## src/rtl/hazard_pkg.sv

```systemverilog
// Shared constants for the forwarding/hazard controller: bypass select codes
// and the load-use stall FSM state encoding.
package hazard_pkg;

   localparam logic [1:0] FWD_RF  = 2'b00;
   localparam logic [1:0] FWD_WB  = 2'b01;
   localparam logic [1:0] FWD_MEM = 2'b10;

   localparam int LAT_CNT_W = 4;

   typedef enum logic {
      HZ_IDLE  = 1'b0,
      HZ_STALL = 1'b1
   } hz_state_t;

endpackage

```

## src/rtl/fwd_src_match.sv

```systemverilog
// Bypass select for a single ID/EX source operand: EX/MEM beats MEM/WB, and
// register 0 never forwards.
module fwd_src_match
   import hazard_pkg::*;
#(
   parameter int REG_ADDR_W = 5
) (
   input  logic [REG_ADDR_W-1:0] i_src,
   input  logic [REG_ADDR_W-1:0] i_mem_rd,
   input  logic                  i_mem_reg_write,
   input  logic                  i_mem_mem_read,
   input  logic [REG_ADDR_W-1:0] i_wb_rd,
   input  logic                  i_wb_reg_write,
   input  logic                  i_suppress,
   output logic [1:0]            o_sel
);

   logic w_mem_hit;
   logic w_wb_hit;

   // A load in EX/MEM has no data yet; the load-use stall covers that case.
   assign w_mem_hit = i_mem_reg_write & ~i_mem_mem_read &
                      (i_mem_rd != '0) & (i_mem_rd == i_src);
   assign w_wb_hit  = i_wb_reg_write & (i_wb_rd != '0) & (i_wb_rd == i_src);

   always_comb begin
      o_sel = FWD_RF;
      if (i_suppress) begin
         o_sel = FWD_RF;
      end else if (w_mem_hit) begin
         o_sel = FWD_MEM;
      end else if (w_wb_hit) begin
         o_sel = FWD_WB;
      end
   end

endmodule

```

## src/rtl/hazard_fwd_ctrl.sv

```systemverilog
// Forwarding and load-use hazard controller for the 5-stage pipeline.
// Optional store-data forwarding from a MEM/WB load is enabled by STORE_FWD_EN.
module hazard_fwd_ctrl
   import hazard_pkg::*;
#(
   parameter int REG_ADDR_W = 5,
   parameter int NUM_SRC    = 2,
   parameter int LOAD_LAT   = 1,
   parameter int CNT_W      = 16
) (
   input  logic                          clk,
   input  logic                          reset,
   input  logic [REG_ADDR_W-1:0]         id_rs,
   input  logic [REG_ADDR_W-1:0]         id_rt,
   input  logic [NUM_SRC*REG_ADDR_W-1:0] ex_src,
   input  logic [REG_ADDR_W-1:0]         ex_rd,
   input  logic                          ex_reg_write,
   input  logic                          ex_mem_read,
   input  logic                          ex_mem_write,
   input  logic                          ex_jmp,
   input  logic [REG_ADDR_W-1:0]         mem_rd,
   input  logic                          mem_reg_write,
   input  logic                          mem_mem_read,
   input  logic [REG_ADDR_W-1:0]         wb_rd,
   input  logic                          wb_reg_write,
   input  logic                          wb_mem_read,
   input  logic                          flush,
   output logic [2*NUM_SRC-1:0]          fwd_sel,
   output logic                          fwd_store,
   output logic                          stall_if,
   output logic                          bubble_ex,
   output logic [CNT_W-1:0]              stall_cycles,
   output logic                          dbg_state
);

   localparam logic [LAT_CNT_W-1:0] LAT_M1  = LAT_CNT_W'(LOAD_LAT - 1);
   localparam logic [LAT_CNT_W-1:0] CNT_ONE = LAT_CNT_W'(1);
   localparam logic [CNT_W-1:0]     SAT_ONE = CNT_W'(1);

   hz_state_t              r_state;
   logic [LAT_CNT_W-1:0]   r_cnt;
   logic [CNT_W-1:0]       r_stall_cycles;
   logic                   w_hz;
   logic                   w_stall;

   genvar gi;
   generate
      for (gi = 0; gi < NUM_SRC; gi++) begin : g_src
         // Jump/link reuses src1 for the return address, so it must not bypass.
         localparam logic IS_SRC1 = (gi == 1);
         fwd_src_match #(
            .REG_ADDR_W (REG_ADDR_W)
         ) u_match (
            .i_src           (ex_src[gi*REG_ADDR_W +: REG_ADDR_W]),
            .i_mem_rd        (mem_rd),
            .i_mem_reg_write (mem_reg_write),
            .i_mem_mem_read  (mem_mem_read),
            .i_wb_rd         (wb_rd),
            .i_wb_reg_write  (wb_reg_write),
            .i_suppress      (ex_jmp & IS_SRC1),
            .o_sel           (fwd_sel[gi*2 +: 2])
         );
      end
   endgenerate

   assign w_hz = ex_mem_read & ex_reg_write & (ex_rd != '0) &
                 ((ex_rd == id_rs) | (ex_rd == id_rt));

   // Stall is visible in the hazard cycle itself; flush and reset mask it.
   assign w_stall   = reset & ~flush & ((r_state == HZ_STALL) | w_hz);
   assign stall_if  = w_stall;
   assign bubble_ex = w_stall;

   always_ff @(posedge clk) begin
      if (!reset) begin
         r_state        <= HZ_IDLE;
         r_cnt          <= '0;
         r_stall_cycles <= '0;
      end else begin
         if (w_stall && (r_stall_cycles != '1)) begin
            r_stall_cycles <= r_stall_cycles + SAT_ONE;
         end
         if (flush) begin
            r_state <= HZ_IDLE;
            r_cnt   <= '0;
         end else begin
            case (r_state)
               HZ_IDLE: begin
                  if (w_hz && (LOAD_LAT > 1)) begin
                     r_state <= HZ_STALL;
                     r_cnt   <= LAT_M1;
                  end
               end
               HZ_STALL: begin
                  r_cnt <= r_cnt - CNT_ONE;
                  if (r_cnt == CNT_ONE) begin
                     r_state <= HZ_IDLE;
                  end
               end
               default: begin
                  r_state <= HZ_IDLE;
                  r_cnt   <= '0;
               end
            endcase
         end
      end
   end

   assign stall_cycles = r_stall_cycles;
   assign dbg_state    = r_state;

`ifdef STORE_FWD_EN
   assign fwd_store = ex_mem_write & wb_mem_read & wb_reg_write & (wb_rd != '0) &
                      (wb_rd == ex_src[REG_ADDR_W +: REG_ADDR_W]);
`else
   logic w_unused;
   assign fwd_store = 1'b0;
   assign w_unused  = ^{ex_mem_write, wb_mem_read};
`endif

endmodule
```

## config.mk

```make
export PLATFORM = sky130hd
export DESIGN_NAME = hazard_fwd_ctrl
export DESIGN_NICKNAME = d
export VERILOG_FILES = /design/src/rtl/hazard_pkg.sv /design/src/rtl/fwd_src_match.sv /design/src/rtl/hazard_fwd_ctrl.sv
export SDC_FILE = /design/constraint.sdc
export NUM_CORES = 1
export LEC_CHECK = 0
export ABC_AREA = 1
export CAP_MARGIN = 15
export CORE_UTILIZATION = 48
export CTS_BUF_LIST = sky130_fd_sc_hd__clkbuf_4 sky130_fd_sc_hd__clkbuf_8
export CTS_CLUSTER_SIZE = 10
export DETAILED_ROUTE_END_ITERATION = 6
export GPL_ROUTABILITY_DRIVEN = 0
export PLACE_DENSITY = 0.88
export SYNTH_ARGS = -nofsm -noshare
export SYNTH_HDL_FRONTEND = slang
export SYNTH_SLANG_ARGS = --single-unit
```

## constraint.sdc

```tcl
create_clock -name clk -period 4.8 [get_ports clk]
set_input_delay 1.44 -clock clk [delete_from_list [all_inputs] [get_ports clk]]
set_output_delay 1.44 -clock clk [all_outputs]
set_load 0.05 [all_outputs]
```

==> results of run 1 <==
synth_stat cells:
master,number
o211ai_1,1
ha_1,3
clkbuf_1,2
a21oi_2,3
nor2_4,1
clkinv_1,1
o21ai_0,3
a21oi_1,15
dfxtp_1,21
nand3_1,29
conb_1,1
buf_4,4
nand2_4,1
inv_1,30
nand3b_1,1
nor4_1,3
xnor2_1,12
xor2_1,19
nor3b_2,1
inv_2,3
o21a_1,1
nor2_1,30
nand2_2,3
nand2_1,59
nand4_4,1
buf_6,2
nand4_1,4
nor3_1,5
or2_2,2
buf_2,1
a31oi_1,1
o41ai_1,1
nor2_2,1
per-layer routing:
layer | global-route usage | vias up | part of all wire
met3 | 0.0373 | 8 | 0.060
met5 | 0 | - | 0
met2 | 0.433 | 59 | 0.50
met1 | 0.256 | 844 | 0.42
met4 | 0.0698 | 0 | 0.015
li1 | - | 970 | -
sequential cells by signal, indices dropped and copies added, names as in the netlist:
signal,count
r_cnt,4
dbg_state,1
stall_cycles,16
power breakdown:
part	internal (µW)	switching, µW	leakage (µW)	total (µW)
clock network	31.1	56.9	0.0000177	88.0
registers	174	0.0727	0.000169	174
logic	50.0	36.7	0.000828	86.7
total	255	93.6	0.00101	349
stage by stage:
stage | hold slack, ns | utilization | instance area (µm²) | worst slack (ns) | total power, µW
6_report | 0.478 | 0.733 | 2480 | 0.415 | 349
4_1_cts | 0.482 | 0.733 | 2480 | 0.418 | 352
3_3_place_gp | 0.460 | 0.725 | 2460 | 0.452 | 263
5_1_grt | 0.513 | 0.733 | 2480 | 0.264 | 367
2_1_floorplan | 0.444 | - | 1720 | 0.767 | 214
3_5_place_dp | 0.464 | 0.725 | 2460 | 0.425 | 265
worst paths after layout:
check / from / end / slack [ns] / depth (start not counted)
worst min-delay path: r_cnt[3] / r_cnt[3] / 0.48 / 2
worst min register to register: r_cnt[3] / r_cnt[3] / 0.48 / 2
worst max register to register: stall_cycles[0] / stall_cycles[7] / 2.89 / 9
worst max-delay path: reset / bubble_ex / 0.42 / 8
cell families after synthesis:
kind of cell | share of synthesized area
other | 0.00218
buffers and inverters | 0.112
xor gates and xnor gates | 0.158
AOI/OAI and AO/OA | 0.0850
DFF | 0.244
and+or+nand+nor | 0.377
adders and majority gates | 0.0218
final cells by class:
| type | instances | area (µm²) |
|---|---|---|
| timing repair buffer | 69 | 743 |
| sequential | 21 | 420 |
| inverter | 34 | 128 |
| clock inverter | 1 | 5.00 |
| fill | 258 | 905 |
| multi-input combinational | 201 | 1110 |
| tap | 46 | 57.6 |
| clock buffer | 3 | 22.5 |
worst max-delay path, delay by kind of cell:
kind	cells	cell delay [ns]
buffers and inverters	4	0.91
and+or+nand+nor	4	0.58
==> out/qor.tcl, run 1 <==
set qor(run_status) {complete, no violations}
set qor(clock-sinks) 21
set qor(power_density_nw_per_um2) 140
set qor(grtUsageTotal) 0.227
set qor(design.portCount) 70
set qor(final_nets) 379
set qor(viasPerCell) 5.02
set qor(synth_nets) 314
set qor(cts_tree) {done}
set qor(synth.distinct_cells) 33
set qor(post-route-drc-count) 0
set qor(final_cell_mix) {60 x clkdlybuf4s50_1, 59 x nand2_1, 30 x inv_1, 30 x nor2_1, 29 x nand3_1}
set qor(post_synthesis_cell_area_um2) 1720
set qor(startpoint_type) {input pin}
set qor(clock_tree.root_cell) {clkbuf_4}
set qor(antenna_cells) 0
set qor(synthDominantAreaCellType) {dfxtp_1}
set qor(ys_seq_elements) 21
set qor(grt_first_pass_wirelength_um) 6460
set qor(endpoint_kind) {output pin}
set qor(critPathMaxFanout) 11
set qor(crit_path_cell_trace) {clkdlybuf4s50_1, inv_2, nor2_4, nand4_1, clkinv_1, nand2_1, nand2_2, buf_12}
set qor(power.ir.vdd_worst_mv) 0.128
set qor(cells_after_dpl) 371
set qor(worst_skew_pair_later_pin_latency_ns) 0.31
set qor(finalSetupViolCount) 0
set qor(row_count) 21
set qor(power.leakage_uw) 0.00101
set qor(place.detailed.hpwl_um) 3480
set qor(timing.max_cap.violations) 0
set qor(final-max-slew-violation-count) 0
set qor(arrival_ns) 2.94
set qor(grt_antenna_before_repair) 0
set qor(synth_largest_type_area_fraction) 0.244
set qor(critical_path.max_stage_delay_ns) 0.59
set qor(cts-root-to-sink-buffers) 2
set qor(timing.clock.skew_ns) 0.0129
set qor(layout-drive-gt1-share) 0.0881
set qor(achievable-frequency_mhz) 228
set qor(clk_pin_slew_worst_paths_ns) 0.11
set qor(setup_tns_ns) 0
set qor(netlist_top_cells_area) {dfxtp_1 24%, nand2_1 13%, xor2_1 9.7%}
set qor(area_growth_syn_to_layout_pct) 44.3
set qor(maximum_number_of_pins_on_one_net_before_global_route_repair) 17
set qor(netlist_instances) 265
set qor(maxSlewHeadroom) 0.647
set qor(timing.final.hold_violations) 0
set qor(synth.yosys.seq_area_share) 0.244
set qor(min_period_over_period) 0.913
set qor(synth_area_per_cell_um2) 6.50
set qor(floorplan.die_area_um2) 3830
set qor(unrepaired_setup_endpoints_after_global_routing) {false}
set qor(layout_min_cycle_time_ns) 4.38
set qor(cts_hold_buffers) 0
set qor(firstDrtPassIters) 4
set qor(overflow) 0
set qor(tritoncts.num_buffers) 3
set qor(routed_wire_length_per_instance_um) 11.8
set qor(tightestPinTransition_ns) 0.528
set qor(holdCritPathClass) {reg -> reg}
set qor(final_common_cell) {clkdlybuf4s50_1}
set qor(ys.warnings.count) 0
set qor(ctsResizeCount) 0
set qor(vias) 1881
set qor(h-tree-depth) 1
set qor(critical_path_class) {in -> out}
set qor(grt_pass1_vias) 1570
set qor(crit_required_ns) 3.36
set qor(core-area_um2) 3390
set qor(antenna_violating_nets_post_route) 0
set qor(total_wire_length_after_detailed_routing_um) 4430
set qor(initialDrtViolationCount) 91
set qor(port-buffer-count) 66
set qor(die_h_um) 61.9
set qor(cp_max_stage_cell) {clkdlybuf4s50_1}
set qor(initial_core_util) 0.508
set qor(horiz_die_dim_um) 61.9
set qor(post_cts_buffers) 0
set qor(layout.cells.non_filler) 375
Note: power is estimated with default switching activity, not from simulation.
==> inputs of run 2 (changes only) <==
--- a/config.mk
+++ b/config.mk
@@ -12,6 +12,7 @@
 export CTS_CLUSTER_SIZE = 10
 export DETAILED_ROUTE_END_ITERATION = 6
 export GPL_ROUTABILITY_DRIVEN = 0
+export MAX_ROUTING_LAYER = met4
 export PLACE_DENSITY = 0.88
 export SYNTH_ARGS = -nofsm -noshare
 export SYNTH_HDL_FRONTEND = slang
==> run 2 against run 1 <==
Critical path depth did not move. First-iteration DRC count up 4.4%. Clock skew fell by 0.0019 ns. Worst hold slack barely moved. Cell area stayed put. Sequential share of layout area unchanged. Non-clock buffer count is the same. Die area unchanged. Count of clock-buffer cells in the layout did not move. Maximum frequency about the same. Via count up 0.11%. Global-route usage is 0.71 points higher.
==> out/qor.tcl, run 2 (synthesis results as in run 1) <==
set qor(design.portCount) 70
set qor(worst_skew_pair_later_pin_latency_ns) 0.31
set qor(endpoint_kind) {output pin}
set qor(startpoint_type) {input pin}
set qor(viasPerCell) 5.02
set qor(initialDrtViolationCount) 95
set qor(power.leakage_uw) 0.00101
set qor(cts-root-to-sink-buffers) 2
set qor(h-tree-depth) 1
set qor(grt_first_pass_wirelength_um) 6470
set qor(layout_min_cycle_time_ns) 4.39
set qor(arrival_ns) 2.95
set qor(clock_tree.root_cell) {clkbuf_4}
set qor(antenna_cells) 0
set qor(ctsResizeCount) 0
set qor(post-route-drc-count) 0
set qor(largest_register_ff_count) 16
set qor(maxSlewHeadroom) 0.647
set qor(finalSetupViolCount) 0
set qor(core-area_um2) 3390
set qor(area_growth_syn_to_layout_pct) 44.3
set qor(final-max-slew-violation-count) 0
set qor(die_h_um) 61.9
set qor(grt_antenna_before_repair) 0
set qor(timing.clock.skew_ns) 0.0110
set qor(final_cell_mix) {60 x clkdlybuf4s50_1, 59 x nand2_1, 30 x inv_1, 30 x nor2_1, 29 x nand3_1}
set qor(layout-drive-gt1-share) 0.0881
set qor(place.detailed.hpwl_um) 3480
set qor(power.ir.vdd_worst_mv) 0.127
set qor(timing.max_cap.violations) 0
set qor(firstDrtPassIters) 4
set qor(setup_tns_ns) 0
set qor(run_status) {complete, no violations}
set qor(power_density_nw_per_um2) 140
set qor(min_period_over_period) 0.914
set qor(row_count) 21
set qor(unrepaired_setup_endpoints_after_global_routing) {false}
set qor(final_nets) 379
set qor(vias) 1883
set qor(critPathMaxFanout) 11
set qor(post_cts_buffers) 0
set qor(layout.cells.non_filler) 375
set qor(tritoncts.num_buffers) 3
set qor(achievable-frequency_mhz) 228
set qor(nFillCells) 258
set qor(horiz_die_dim_um) 61.9
set qor(clock-sinks) 21
set qor(timing.final.hold_violations) 0
set qor(routed_wire_length_per_instance_um) 11.8
set qor(holdCritPathClass) {reg -> reg}
set qor(port-buffer-count) 66
set qor(tightestPinTransition_ns) 0.528
set qor(maximum_number_of_pins_on_one_net_before_global_route_repair) 17
set qor(total_wire_length_after_detailed_routing_um) 4430
set qor(grt_pass1_vias) 1570
set qor(final_common_cell) {clkdlybuf4s50_1}
set qor(cts_hold_buffers) 0
set qor(cells_after_dpl) 371
set qor(clk_pin_slew_worst_paths_ns) 0.11
set qor(overflow) 0
set qor(cts_tree) {done}
set qor(floorplan.die_area_um2) 3830
set qor(grtUsageTotal) 0.234
set qor(antenna_violating_nets_post_route) 0
set qor(crit_required_ns) 3.36
set qor(critical_path_class) {in -> out}
set qor(initial_core_util) 0.508
-- run 2: worst paths after layout --
path | from | slack, ns | cells after the start | endpoint
setup / recovery | reset | 0.41 | 8 | bubble_ex
hold / removal | r_cnt[3] | 0.48 | 2 | r_cnt[3]
setup reg to reg | stall_cycles[0] | 2.88 | 9 | stall_cycles[7]
hold reg to reg | r_cnt[3] | 0.48 | 2 | r_cnt[3]
-- run 2: power by group --
group	leakage [µW]	internal (µW)	switching, µW	total (µW)
Clock	0.0000177	31.1	56.0	87.1
Sequential	0.000169	174	0.0732	174
Combinational	0.000828	50.0	36.7	86.7
Total	0.00101	255	92.8	348
-- run 2: layout make-up --
class,instances,area [µm²],share of cell area
clock inverter,1,5.00,0.00201
clock buffer,3,22.5,0.00906
timing repair buffer,69,743,0.299
sequential,21,420,0.169
multi-input combinational,201,1110,0.446
inverter,34,128,0.0514
tap,46,57.6,0.0232
-- run 2: critical path, cell delays in order --
cell and delay [ns]:
clkdlybuf4s50_1 0.59, inv_2 0.08, nor2_4 0.16, nand4_1 0.13
clkinv_1 0.06, nand2_1 0.05, nand2_2 0.24, buf_12 0.18
-- run 2: metal layers --
metal  vias to the layer above  share of wire  track usage
met5                         -              0            -
met4                         0          0.016       0.0698
met3                         8          0.052       0.0373
met2                        54           0.50        0.433
met1                       850           0.43        0.256
li1                        971              -            -
-- run 2: per-stage QoR --
step | worst slack (ns) | utilization | area (µm²) | hold WS [ns] | power (µW)
after floorplan | 0.767 | - | 1720 | 0.444 | 214
after global placement | 0.452 | 0.725 | 2460 | 0.460 | 263
after detailed placement | 0.425 | 0.725 | 2460 | 0.464 | 265
after CTS | 0.418 | 0.733 | 2480 | 0.482 | 352
after global routing | 0.264 | 0.733 | 2480 | 0.513 | 367
final | 0.412 | 0.733 | 2480 | 0.478 | 348
